==> src/rtl/spi_pkg.sv <==
// spi_pkg: shared types and constants for the SPI initiator.
// Holds the controller FSM state enum, the fixed SPI mode (mode 0, MSB
// first) and the default word width, which matches the GPU configuration word.
package spi_pkg;

    typedef enum logic [2:0] {
        ST_IDLE     = 3'd0,
        ST_SETUP    = 3'd1,
        ST_SHIFT_HI = 3'd2,
        ST_SHIFT_LO = 3'd3,
        ST_HOLD     = 3'd4,
        ST_GAP      = 3'd5
    } spi_state_e;

    typedef struct packed {
        logic cpol;
        logic cpha;
        logic msb_first;
    } spi_mode_t;

    // Mode 0: sclk idles low, data sampled on the rising edge, MSB first.
    localparam spi_mode_t SPI_MODE = '{cpol: 1'b0, cpha: 1'b0, msb_first: 1'b1};

    // One GPU configuration word per frame.
    localparam int SPI_WORD_BITS = 32;

    // sclk level for an active (high) or idle phase, derived from CPOL.
    function automatic logic spi_sclk_level(input logic active);
        return active ? ~SPI_MODE.cpol : SPI_MODE.cpol;
    endfunction

endpackage

==> src/rtl/spi_clk_tick.sv <==
// spi_clk_tick: phase timer for the SPI controller.
// A CLK_DIV down-counter that is reloaded on every FSM state change and
// raises `tick` in the last cycle of each phase. With CLK_DIV=1 every
// cycle is a phase end.
module spi_clk_tick #(
    parameter int CLK_DIV = 4
) (
    input  logic clk,
    input  logic rst_n,
    input  logic reload,
    output logic tick
);

    localparam int CW = (CLK_DIV > 1) ? $clog2(CLK_DIV) : 1;
    localparam logic [CW-1:0] LOAD_VAL = CW'(CLK_DIV - 1);

    logic [CW-1:0] cnt_r;

    // Count down through the current phase; restart on every state change
    always_ff @(posedge clk or negedge rst_n) begin
        if (!rst_n) begin
            cnt_r <= {CW{1'b0}};
        end else if (reload) begin
            cnt_r <= LOAD_VAL;
        end else if (cnt_r != {CW{1'b0}}) begin
            cnt_r <= cnt_r - CW'(1);
        end else begin
            cnt_r <= cnt_r;
        end
    end

    assign tick = (cnt_r == {CW{1'b0}});

endmodule

==> src/rtl/spi_controller.sv <==
// spi_controller: SPI initiator, mode 0, MSB first.
// Shifts a WORD_BITS word out on mosi framed by ss, generating sclk with
// CLK_DIV clk cycles per half-period. Receive capture on miso is built only
// when SPI_CONTROLLER_RX_EN is defined; otherwise rx_data is constant 0 and
// transmit timing is unchanged.
// Frame: IDLE -> SETUP -> (SHIFT_HI <-> SHIFT_LO) -> HOLD -> GAP -> IDLE,
// each timed phase lasting CLK_DIV cycles. All outputs come straight from
// flops that are loaded with the values belonging to the next state.
module spi_controller
    import spi_pkg::*;
#(
    parameter int CLK_DIV   = 4,
    parameter int WORD_BITS = SPI_WORD_BITS
) (
    input  logic                 clk,
    input  logic                 rst_n,
    input  logic                 start,
    input  logic [WORD_BITS-1:0] tx_data,
    input  logic                 miso,
    output logic                 busy,
    output logic                 done,
    output logic [WORD_BITS-1:0] rx_data,
    output logic                 sclk,
    output logic                 mosi,
    output logic                 ss
);

    localparam int BW = $clog2(WORD_BITS);
    localparam logic [BW-1:0] LAST_BIT = BW'(WORD_BITS - 1);

    spi_state_e           state_r;
    spi_state_e           state_next_s;
    logic [WORD_BITS-1:0] tx_sr_r;
    logic [WORD_BITS-1:0] tx_sr_next_s;
    logic [BW-1:0]        bit_cnt_r;
    logic [BW-1:0]        bit_cnt_next_s;
    logic                 tick_s;
    logic                 reload_s;

    logic ss_r, sclk_r, mosi_r, busy_r, done_r;
    logic ss_next_s, sclk_next_s, mosi_next_s, busy_next_s, done_next_s;

    spi_clk_tick #(
        .CLK_DIV (CLK_DIV)
    ) u_tick (
        .clk    (clk),
        .rst_n  (rst_n),
        .reload (reload_s),
        .tick   (tick_s)
    );

    // Every transition changes state, so a state change is the reload point
    assign reload_s = (state_next_s != state_r);

    // State, transmit shift register and bit counter
    always_ff @(posedge clk or negedge rst_n) begin
        if (!rst_n) begin
            state_r   <= ST_IDLE;
            tx_sr_r   <= {WORD_BITS{1'b0}};
            bit_cnt_r <= {BW{1'b0}};
        end else begin
            state_r   <= state_next_s;
            tx_sr_r   <= tx_sr_next_s;
            bit_cnt_r <= bit_cnt_next_s;
        end
    end

    // Next-state logic: phase sequencing, word latch and bit shifting
    always_comb begin
        state_next_s   = state_r;
        tx_sr_next_s   = tx_sr_r;
        bit_cnt_next_s = bit_cnt_r;
        case (state_r)
            ST_IDLE: begin
                if (start) begin
                    state_next_s   = ST_SETUP;
                    tx_sr_next_s   = tx_data;
                    bit_cnt_next_s = {BW{1'b0}};
                end else begin
                    state_next_s = ST_IDLE;
                end
            end
            ST_SETUP: begin
                if (tick_s) begin
                    state_next_s = ST_SHIFT_HI;
                end else begin
                    state_next_s = ST_SETUP;
                end
            end
            ST_SHIFT_HI: begin
                if (tick_s && (bit_cnt_r == LAST_BIT)) begin
                    state_next_s = ST_HOLD;
                end else if (tick_s) begin
                    // Falling edge: present the next lower bit right away
                    state_next_s = ST_SHIFT_LO;
                    tx_sr_next_s = {tx_sr_r[WORD_BITS-2:0], 1'b0};
                end else begin
                    state_next_s = ST_SHIFT_HI;
                end
            end
            ST_SHIFT_LO: begin
                if (tick_s) begin
                    state_next_s   = ST_SHIFT_HI;
                    bit_cnt_next_s = bit_cnt_r + BW'(1);
                end else begin
                    state_next_s = ST_SHIFT_LO;
                end
            end
            ST_HOLD: begin
                if (tick_s) begin
                    state_next_s = ST_GAP;
                end else begin
                    state_next_s = ST_HOLD;
                end
            end
            ST_GAP: begin
                if (tick_s) begin
                    state_next_s = ST_IDLE;
                end else begin
                    state_next_s = ST_GAP;
                end
            end
            default: begin
                state_next_s = ST_IDLE;
            end
        endcase
    end

    // Output values for the state being entered; registered below
    always_comb begin
        ss_next_s   = 1'b1;
        sclk_next_s = spi_sclk_level(1'b0);
        mosi_next_s = 1'b0;
        busy_next_s = 1'b1;
        done_next_s = (state_r == ST_HOLD) && (state_next_s == ST_GAP);
        case (state_next_s)
            ST_IDLE: begin
                busy_next_s = 1'b0;
            end
            ST_SETUP, ST_SHIFT_LO, ST_HOLD: begin
                ss_next_s   = 1'b0;
                mosi_next_s = tx_sr_next_s[WORD_BITS-1];
            end
            ST_SHIFT_HI: begin
                ss_next_s   = 1'b0;
                sclk_next_s = spi_sclk_level(1'b1);
                mosi_next_s = tx_sr_next_s[WORD_BITS-1];
            end
            ST_GAP: begin
                ss_next_s = 1'b1;
            end
            default: begin
                busy_next_s = 1'b0;
            end
        endcase
    end

    // Output flops, so no input reaches an output combinationally
    always_ff @(posedge clk or negedge rst_n) begin
        if (!rst_n) begin
            ss_r   <= 1'b1;
            sclk_r <= 1'b0;
            mosi_r <= 1'b0;
            busy_r <= 1'b0;
            done_r <= 1'b0;
        end else begin
            ss_r   <= ss_next_s;
            sclk_r <= sclk_next_s;
            mosi_r <= mosi_next_s;
            busy_r <= busy_next_s;
            done_r <= done_next_s;
        end
    end

    assign ss   = ss_r;
    assign sclk = sclk_r;
    assign mosi = mosi_r;
    assign busy = busy_r;
    assign done = done_r;

`ifdef SPI_CONTROLLER_RX_EN
    logic                 entry_r;
    logic [WORD_BITS-1:0] rx_sr_r;
    logic [WORD_BITS-1:0] rx_data_r;

    // Mark the first cycle of every state (the cycle sclk rises in SHIFT_HI)
    always_ff @(posedge clk or negedge rst_n) begin
        if (!rst_n) begin
            entry_r <= 1'b0;
        end else begin
            entry_r <= reload_s;
        end
    end

    // Shift miso in MSB first on the rising-edge cycle
    always_ff @(posedge clk or negedge rst_n) begin
        if (!rst_n) begin
            rx_sr_r <= {WORD_BITS{1'b0}};
        end else if ((state_r == ST_SHIFT_HI) && entry_r) begin
            rx_sr_r <= {rx_sr_r[WORD_BITS-2:0], miso};
        end else begin
            rx_sr_r <= rx_sr_r;
        end
    end

    // Publish the received word together with the done pulse
    always_ff @(posedge clk or negedge rst_n) begin
        if (!rst_n) begin
            rx_data_r <= {WORD_BITS{1'b0}};
        end else if (done_next_s) begin
            rx_data_r <= rx_sr_r;
        end else begin
            rx_data_r <= rx_data_r;
        end
    end

    assign rx_data = rx_data_r;
`else
    // Receive path not built: miso is deliberately ignored.
    logic unused_miso_s;
    assign unused_miso_s = miso;
    assign rx_data       = {WORD_BITS{1'b0}};
`endif

endmodule

==> config.mk <==
export PLATFORM = sky130hd
export DESIGN_NAME = spi_controller
export DESIGN_NICKNAME = d
export VERILOG_FILES = /design/src/rtl/spi_pkg.sv /design/src/rtl/spi_clk_tick.sv /design/src/rtl/spi_controller.sv
export SDC_FILE = /design/constraint.sdc
export NUM_CORES = 1
export LEC_CHECK = 0
export ABC_AREA = 1
export ABC_CLOCK_PERIOD_IN_PS = 4000
export CORE_MARGIN = 5
export CORE_UTILIZATION = 52
export CTS_CLUSTER_SIZE = 28
export DETAILED_ROUTE_END_ITERATION = 8
export PLACE_DENSITY_LB_ADDON = 0.15
export SLEW_MARGIN = 0
export SYNTH_ARGS = -nofsm -noshare
export SYNTH_HDL_FRONTEND = slang
export SYNTH_SLANG_ARGS = --single-unit
==> constraint.sdc <==
create_clock -name clk -period 4 [get_ports clk]
set_input_delay 0.8 -clock clk [delete_from_list [all_inputs] [get_ports clk]]
set_output_delay 0.8 -clock clk [all_outputs]
set_load 0.1 [all_outputs]
=== After elaboration in Yosys (flattened, before gate mapping) ===
Index checks and enable logic that the tools add are counted.

* Memories: 0
* Bits in latches: 0
* Memory bits (writable): 0
* ROM bits: 0
* Bits in registers: 47
* Output and inout port bits: 37
* Logic and storage cells: 61

* Muxes and demuxes: 21
* Div/mod/pow operators: 0
* Multipliers: 0
* Add/subtract/negate cells: 2
* Magnitude comparators: 0
* Bitwise gates (word level): 0
* Reductions and logical operators: 12
* Equal/unequal tests: 16
* Shift operators: 0

{| class="wikitable"
|+ Operators by type and width
! kind !! count
|-
| two-way mux 32 bit || 3
|-
| one-hot mux 32 bit (2 select lines) || 1
|-
| one-hot mux 3 bit (6 select lines) || 1
|-
| == test 3 x 2 -> 1 bit (second input constant) || 4
|-
| == test 3 bit (second input constant) || 4
|-
| two-way mux 5 bit || 2
|-
| one-hot mux 5 bit (2 select lines) || 1
|-
| two-way mux 1 bit || 8
|-
| != test 2 bit (second input constant) || 4
|-
| nonzero test 2 bit || 4
|-
| == test 3 x 1 -> 1 bit (second input constant) || 2
|-
| two-way mux 2 bit || 3
|-
| two-way mux 3 bit || 2
|-
| adder 5 x 1 -> 5 bit (second input constant) || 1
|-
| == test 5 bit (second input constant) || 1
|-
| OR reduction 5 bit || 1
|-
| AND reduction 4 bit || 1
|-
| OR reduction 4 bit || 1
|-
| logical NOT 3 bit || 1
|-
| != test 3 bit || 1
|-
| AND reduction 3 bit || 1
|-
| logical AND 1 bit || 2
|-
| logical NOT 2 bit || 1
|-
| subtractor 2 x 1 -> 2 bit (second input constant) || 1
|}

=== Longest topological paths before layout ===
Gate-level depths: netlist of the first run.

* Word-level depth: 7
* Gate-level depth with buffers: 12
* Mapped depth without buffers: 11

=== Cells and area by module ===
A second synthesis of the first run with hierarchy kept.

* Cell total of the unflattened synthesis: 276
* Area total of the unflattened synthesis: 2498.6 um^2

{| class="wikitable"
|+ By module, submodules not included
! module !! area each (um^2) !! seq. area each (um^2) !! instances !! cells an instance
|-
| spi_controller || 2387.3 || 1127.3 || 1 || 262
|-
| spi_clk_tick || 111.4 || 50.0 || 1 || 14
|}

=== Least setup slack after synthesis of the first run ===
No wires, ideal clock.

* Path type: flip-flop to flip-flop
* Start point: register bit_cnt_r[0]
* End point: register tx_sr_r[16]
* Setup time: 0.147 ns
* Stages on the path, launching flop included: 13
* Buffers on the path: 2
* Setup slack: 2.141 ns
* Data required time: 3.853 ns
* Arrival: 1.713 ns
* Path through: dfrtp_1 > ha_1 > nand2_1 > nor2_1 > ha_1 > nor2_8 > nand3_4 > nand2_2 > buf_6 > inv_4 > buf_6 > nand2_2 > o221ai_2

* Longest elaborated chain between the ends: 4

{| class="wikitable"
|+ Ends and longest elaborated chain
! element !! line !! RTL
|-
| from (decl) || spi_controller.sv:35 || <nowiki>logic [BW-1:0] bit_cnt_r;</nowiki>
|-
| from (signal assigned) || spi_controller.sv:60 || <nowiki>bit_cnt_r <= {BW{1'b0}};</nowiki>
|-
| from (signal assigned) || spi_controller.sv:64 || <nowiki>bit_cnt_r <= bit_cnt_next_s;</nowiki>
|-
| == test 5 bit || spi_controller.sv:91 || <nowiki>if (tick_s && (bit_cnt_r == LAST_BIT)) begin</nowiki>
|-
| logical AND 1 bit || spi_controller.sv:91 ||
|-
| != test 2 bit (no line) || - ||
|-
| AND reduction 4 bit (no line) || - ||
|-
| to (signal assigned) || spi_controller.sv:59 || <nowiki>tx_sr_r <= {WORD_BITS{1'b0}};</nowiki>
|-
| to (signal assigned) || spi_controller.sv:63 || <nowiki>tx_sr_r <= tx_sr_next_s;</nowiki>
|-
| to (decl) || spi_controller.sv:33 || <nowiki>logic [WORD_BITS-1:0] tx_sr_r;</nowiki>
|}

Every way passes these cells.
A chain may end at the register's enable or synchronous reset.

=== Final worst setup path of the first run ===
* Start point: register ss_r (netlist: ss)
* End point: output ss

{| class="wikitable"
|+ RTL lines
! element !! line !! RTL
|-
| from (decl) || spi_controller.sv:40 || <nowiki>logic ss_r, sclk_r, mosi_r, busy_r, done_r;</nowiki>
|-
| from (signal assigned) || spi_controller.sv:167 || <nowiki>ss_r <= ss_next_s;</nowiki>
|-
| to (decl) || spi_controller.sv:25 || <nowiki>output logic ss</nowiki>
|}

No word-level cell between the ends.

==> impl_metrics.ini, run 1 <==
[worst_hold_path]
min_path_cells = 2
min_from = tx_sr_r[6]
holdPathEnd = tx_sr_r[6]
hp-class = reg2reg

[sta]
finalCritPeriodShare_pct = 68.3
timing.fmax_mhz = 366
hold_viol = 0
finalCriticalPeriod_ps = 2730
setup_viol_count_final = 0
rsz0062_at_grt = no
setup_tns_ps = 0
fin_skew_ps = 7.32
tightest_slew_ps = 1010
slew_viol_final = 0
slew_headroom_pct = 32.7

[yosys]
netlist_area_mm2 = 0.00260
ys.flop_type = dfrtp_1
syn_inst = 283
yosys_warnings = 0
yosysUniqueCellTypes = 31
yosysSeqAreaShare_pct = 45.2
ys_async_sr_fraction_pct = 100
synth_seq_cells = 47
yosysTopAreaCell = dfrtp_1
avgSynthCellArea_um2 = 9.20
synth_edf_count = 0
synth_area_leaders = dfrtp_1, buf_4, inv_1
synth.top_cell.area_share_pct = 44.2

[floorplan]
dieHeight_um = 80.8
die_w_um = 80.8
start_util_pct = 54.4
dieArea_mm2 = 0.00652
rows = 25
core-area_mm2 = 0.00479
io_pins = 73

[layout]
synthToLayoutAreaGrowth_pct = 16.2
seq_area_mm2 = 0.00118
design_area_mm2 = 0.00303
filler_cell_count = 442
multiInputGateArea_um2 = 993
final_net_count = 357
stdcell_count = 386
antenna_cells = 0
drive_gt1_share_pct = 11.6

[placed_design]
io_buffers = 39
dpl.hpwl_mm = 3.38
dp.cells = 378
place_area_mm2 = 0.00289
gp_congestion = 0.765

[detailed_routing]
vias_per_cell = 4.88
ant_nets = 0
via_count = 1884
avgRoutedWirePerCell_um = 12.7
first_pass_iters = 4
wl_mm = 4.89
post-route-drc-count = 0
drtIter0Drc = 166

[clock_network]
cts_tree = built
clockBufferDepth = 2
clkTransAtPathRegs_ps = 80
ctsResizeCount = 0
clk_latency_ps = 300
cts_setup_buffers = 0
cts_sinks = 47
clockRootBuffer = clkbuf_8
cts_buffers = 5
h-tree-depth = 2
cts_hold_buf = 0

[worst_setup_path]
reg2reg_to = tx_sr_r[10]
reg2reg_depth = 10
worstPathCellList = clkdlybuf4s50_1
crit_family = buffers and inverters
r2r_start = bit_cnt_r[0]
cp.required_ps = 3200
crit_path_max_incr_delay_ps = 1120
critPathKind = reg2out
path_buf_inv = 1
crit_path_end_kind = output pin
ff2ff_setup_slack_ps = 1390
crit_arrival_ps = 1930
slowest_stage = clkdlybuf4s50_1
crit_path_max_fanout = 1
crit_path_start_kind = register

[power]
total_power_uw = 2120
p_leak_uw = 0.00149
max-vdd-ir-drop_uv = 362
p_per_area_mw_per_mm2 = 700

[grt]
grt_pass1_wl_mm = 8.20
overflow = 0
grt_pass1_vias = 1789
grt_usage_pct = 16.4
grt_max_degree = 48
antenna_found_initial = 0

[outcome]
status = finished clean

[flow_run]
cap_violations = 0
## through the flow
step                      utilization [%]  hold WS, ps  setup slack (ps)
final                                63.2          499              1270
after global routing                 63.2          523              1180
after CTS                            63.2          499              1250
after detailed placement             60.5          476              1360
after floorplan                         -          459              2140
after global placement               60.5          475              1420
## power by group
group / switching (uW) / internal, uW / total, uW / leakage [uW]
Combinational: 631 / 282 / 913 / 0.000845
Sequential: 119 / 683 / 802 / 0.000577
Clock: 154 / 250 / 403 / 0.0000654
## worst register-to-register path, cell delays in order, from the launching register on
cell      delay (ps)
dfrtp_1          400
ha_1             210
nand2_1           80
nor2_1            50
ha_1             250
nor2_8           270
nand3_4          310
nand2_2          480
inv_4            190
nand2_1          110
o221ai_1         120
## placed cells by master (no fill, tap or decap), drive strengths merged
cell / n
a21oi: 1
and2: 1
buf: 3
bufinv: 2
clkbuf: 6
clkdlybuf4s50: 38
conb: 32
dfrtp: 46
dfstp: 1
ha: 3
inv: 63
nand2: 37
nand3: 10
nand4: 16
nor2: 13
nor3b: 1
o211ai: 1
o21ai: 10
o21bai: 1
o221ai: 30
o22ai: 2
xor2: 2
## synthesized netlist by cell type, types with 2 or more instances
master / instances
nand2_1: 26
buf_4: 34
ha_1: 3
nand3_1: 9
nand4_1: 16
o21ai_0: 6
dfrtp_1: 46
inv_1: 61
o22ai_1: 2
buf_2: 2
clkbuf_1: 5
nand2_2: 11
buf_6: 2
o21ai_1: 4
xor2_1: 2
o221ai_1: 20
o221ai_2: 10
nor2_1: 11
## per-layer routing
layer  share of wire, %  routed length, um  track usage, %
met4                1.6                 79            5.07
met2                 45               2190            25.9
met1                 47               2300            22.2
met3                6.4                315            4.10
met5                  0                  0               0
## state kept, by name (all words and copies together) (netlist names)
signal        flops
mosi              1
ss                1
done              1
tx_sr_r          32
state_r           3
busy              1
u_tick.cnt_r      2
bit_cnt_r         5
sclk              1
## worst max path at each step
stage / startpoint / end / slack, ps / cells after the start
floorplan: bit_cnt_r[0] / tx_sr_r[16] / 2140 / 12
global placement: bit_cnt_r[0] / tx_sr_r[8] / 1420 / 10
detailed placement: bit_cnt_r[0] / tx_sr_r[10] / 1360 / 10
CTS: ss / ss / 1250 / 1
global route: bit_cnt_r[0] / mosi / 1180 / 11
finish: ss / ss / 1270 / 1
## cells by family after synthesis
logic type	count (synthesis)	share of synthesized area [%]
compound gates	45	15.7
simple gates	78	15.8
buf+inv	107	21.1
fa+ha+maj	3	1.44
other cells	1	0.144
flops	47	45.2
xor+xnor	2	0.673
## layout make-up
class                      count  share of cell area, %
multi-input combinational    160                   32.8
clock inverter                 2                   1.98
timing repair buffer          41                   13.2
tap                           67                   2.77
inverter                      63                   7.90
clock buffer                   6                   2.40
sequential                    47                   38.9
Note: power is estimated with default switching activity, not from simulation.
==> inputs of run 2 (changes only) <==
Settings changed: ABC_CLOCK_PERIOD_IN_PS 4000 to 2800, CORE_UTILIZATION 52 to 48.
Clock period 4 ns to 2.8 ns, I/O delays scaled along.
==> run 2 against run 1 <==
Sequential power rose by 41%; die area is 7.3% higher; via count is 1.4% higher; worst hold slack worse by 360 ps; clock power up 4%; critical path depth increased by 9; clock skew is 3.0 ps lower; power up 36%; design area shrank 0.66%; count of clock-buffer cells in the layout up 1; non-clock buffer count rose by 4; routed wire length increased by 3.3%; critical path type is now reg2reg; critical endpoint is now tx_sr_r[12]; largest cell class unchanged; highest routed layer unchanged.
==> impl_metrics.ini, run 2 (same netlist as run 1, synthesis figures left out) <==
[outcome]
status = finished clean

[detailed_routing]
avgRoutedWirePerCell_um = 12.8
first_pass_iters = 4
post-route-drc-count = 0
drtIter0Drc = 110
ant_nets = 0
via_count = 1910
vias_per_cell = 4.86
wl_mm = 5.05

[worst_setup_path]
crit_arrival_ps = 2420
cp.required_ps = 2960
critPathKind = reg2reg
crit_path_max_fanout = 20
crit_path_start_kind = register
crit_path_end_kind = register

[clock_network]
cts_setup_buffers = 0
clockRootBuffer = clkbuf_8
clkTransAtPathRegs_ps = 80
clk_latency_ps = 300
cts_hold_buf = 0
clockBufferDepth = 2
ctsResizeCount = 0
cts_tree = built
cts_buffers = 5
h-tree-depth = 2
cts_sinks = 47

[grt]
overflow = 0
grt_max_degree = 36
grt_usage_pct = 15.0
antenna_found_initial = 0
grt_pass1_vias = 1867
grt_pass1_wl_mm = 8.72

[sta]
setup_tns_ps = 0
tightest_slew_ps = 540
setup_viol_count_final = 0
finalCriticalPeriod_ps = 2260
rsz0062_at_grt = no
slew_viol_final = 0
slew_headroom_pct = 63.9
hold_slack_ps = 136
fin_skew_ps = 4.35
finalCritPeriodShare_pct = 80.6
hold_viol = 0
timing.fmax_mhz = 443

[floorplan]
core-area_mm2 = 0.00517
die_w_um = 83.7
dieHeight_um = 83.7
start_util_pct = 50.3
rows = 26
io_pins = 73
dieArea_mm2 = 0.00700

[layout]
largest_register_ffs = 32
final_net_count = 361
drive_gt1_share_pct = 14.2
synthToLayoutAreaGrowth_pct = 15.5
filler_cell_count = 462
final_common_cell = inv_1
antenna_cells = 0
top_regs = tx_sr_r x32, bit_cnt_r x5, state_r x3
design_area_mm2 = 0.00301
regMostFlops = tx_sr_r
final_cell_mix = inv_1, dfrtp_1, clkdlybuf4s50_1

[worst_hold_path]
hp-class = in2async

[power]
max-vdd-ir-drop_uv = 417
total_power_uw = 2890
p_per_area_mw_per_mm2 = 960
p_leak_uw = 0.00150

[placed_design]
place_area_mm2 = 0.00292
gp_congestion = 0.804
io_buffers = 39
dpl.hpwl_mm = 3.61

[flow_run]
cap_violations = 0
-- run 2: changes by cell type in the layout (fill, tap and decap cells not counted) --
cell             before  now
clkinv_2              0    1
bufinv_16             2    0
clkbuf_8              5    6
buf_4                 2   11
clkdlybuf4s50_1      38   33
-- run 2: area by class of cell --
type	count	area (um^2)	area share, %
timing repair buffer	45	418	13.9
clock buffer	7	86.3	2.87
inverter	63	239	7.95
clock inverter	1	5.00	0.166
sequential	47	1180	39.2
multi-input combinational	160	993	33.0
tap	70	87.6	2.91
-- run 2: power breakdown --
group	switching [uW]	total, uW	leakage, uW	internal, uW
combinational	929	1340	0.000871	413
clock	219	419	0.0000482	199
sequential	149	1130	0.000577	977
-- run 2: routing by layer --
layer	up-vias	GRT usage, %	routed length, um	share of wire (%)
met2	66	23.4	2330	46
met3	9	3.46	367	7.3
met1	887	20.3	2260	45
met5	-	0	0	0
li1	948	-	-	-
met4	0	5.99	82	1.6
-- run 2: per-stage QoR --
| stage | setup WS [ps] | util (%) | instances |
|---|---|---|---|
| 6_report | 542 | 58.1 | 393 |
| 2_1_floorplan | 941 | - | 314 |
| 5_1_grt | 307 | 58.1 | 393 |
| 4_1_cts | 527 | 58.1 | 393 |
| 3_3_place_gp | 562 | 56.4 | 385 |
| 3_5_place_dp | 539 | 56.4 | 385 |
-- run 2: worst paths after layout --
check                               end  slack (ps)    startpoint  cells past startpoint
max                         tx_sr_r[12]         540  bit_cnt_r[0]                     10
min                        bit_cnt_r[2]         140         rst_n                      1
max reg2reg                 tx_sr_r[12]         540  bit_cnt_r[0]                     10
min reg2reg                  tx_sr_r[8]         500    tx_sr_r[8]                      2
max in group asynchronous    tx_sr_r[7]        1940         rst_n                      2
min in group clk             tx_sr_r[8]         500    tx_sr_r[8]                      2
-- run 2: critical path: stages (launching register included) --
cell,delay [ps]
dfrtp_1,400
ha_1,220
nand2_1,80
nor2_1,40
ha_1,250
nor2_8,260
nand3_4,100
nand2_2,360
inv_4,190
nand2_1,100
o221ai_1,110
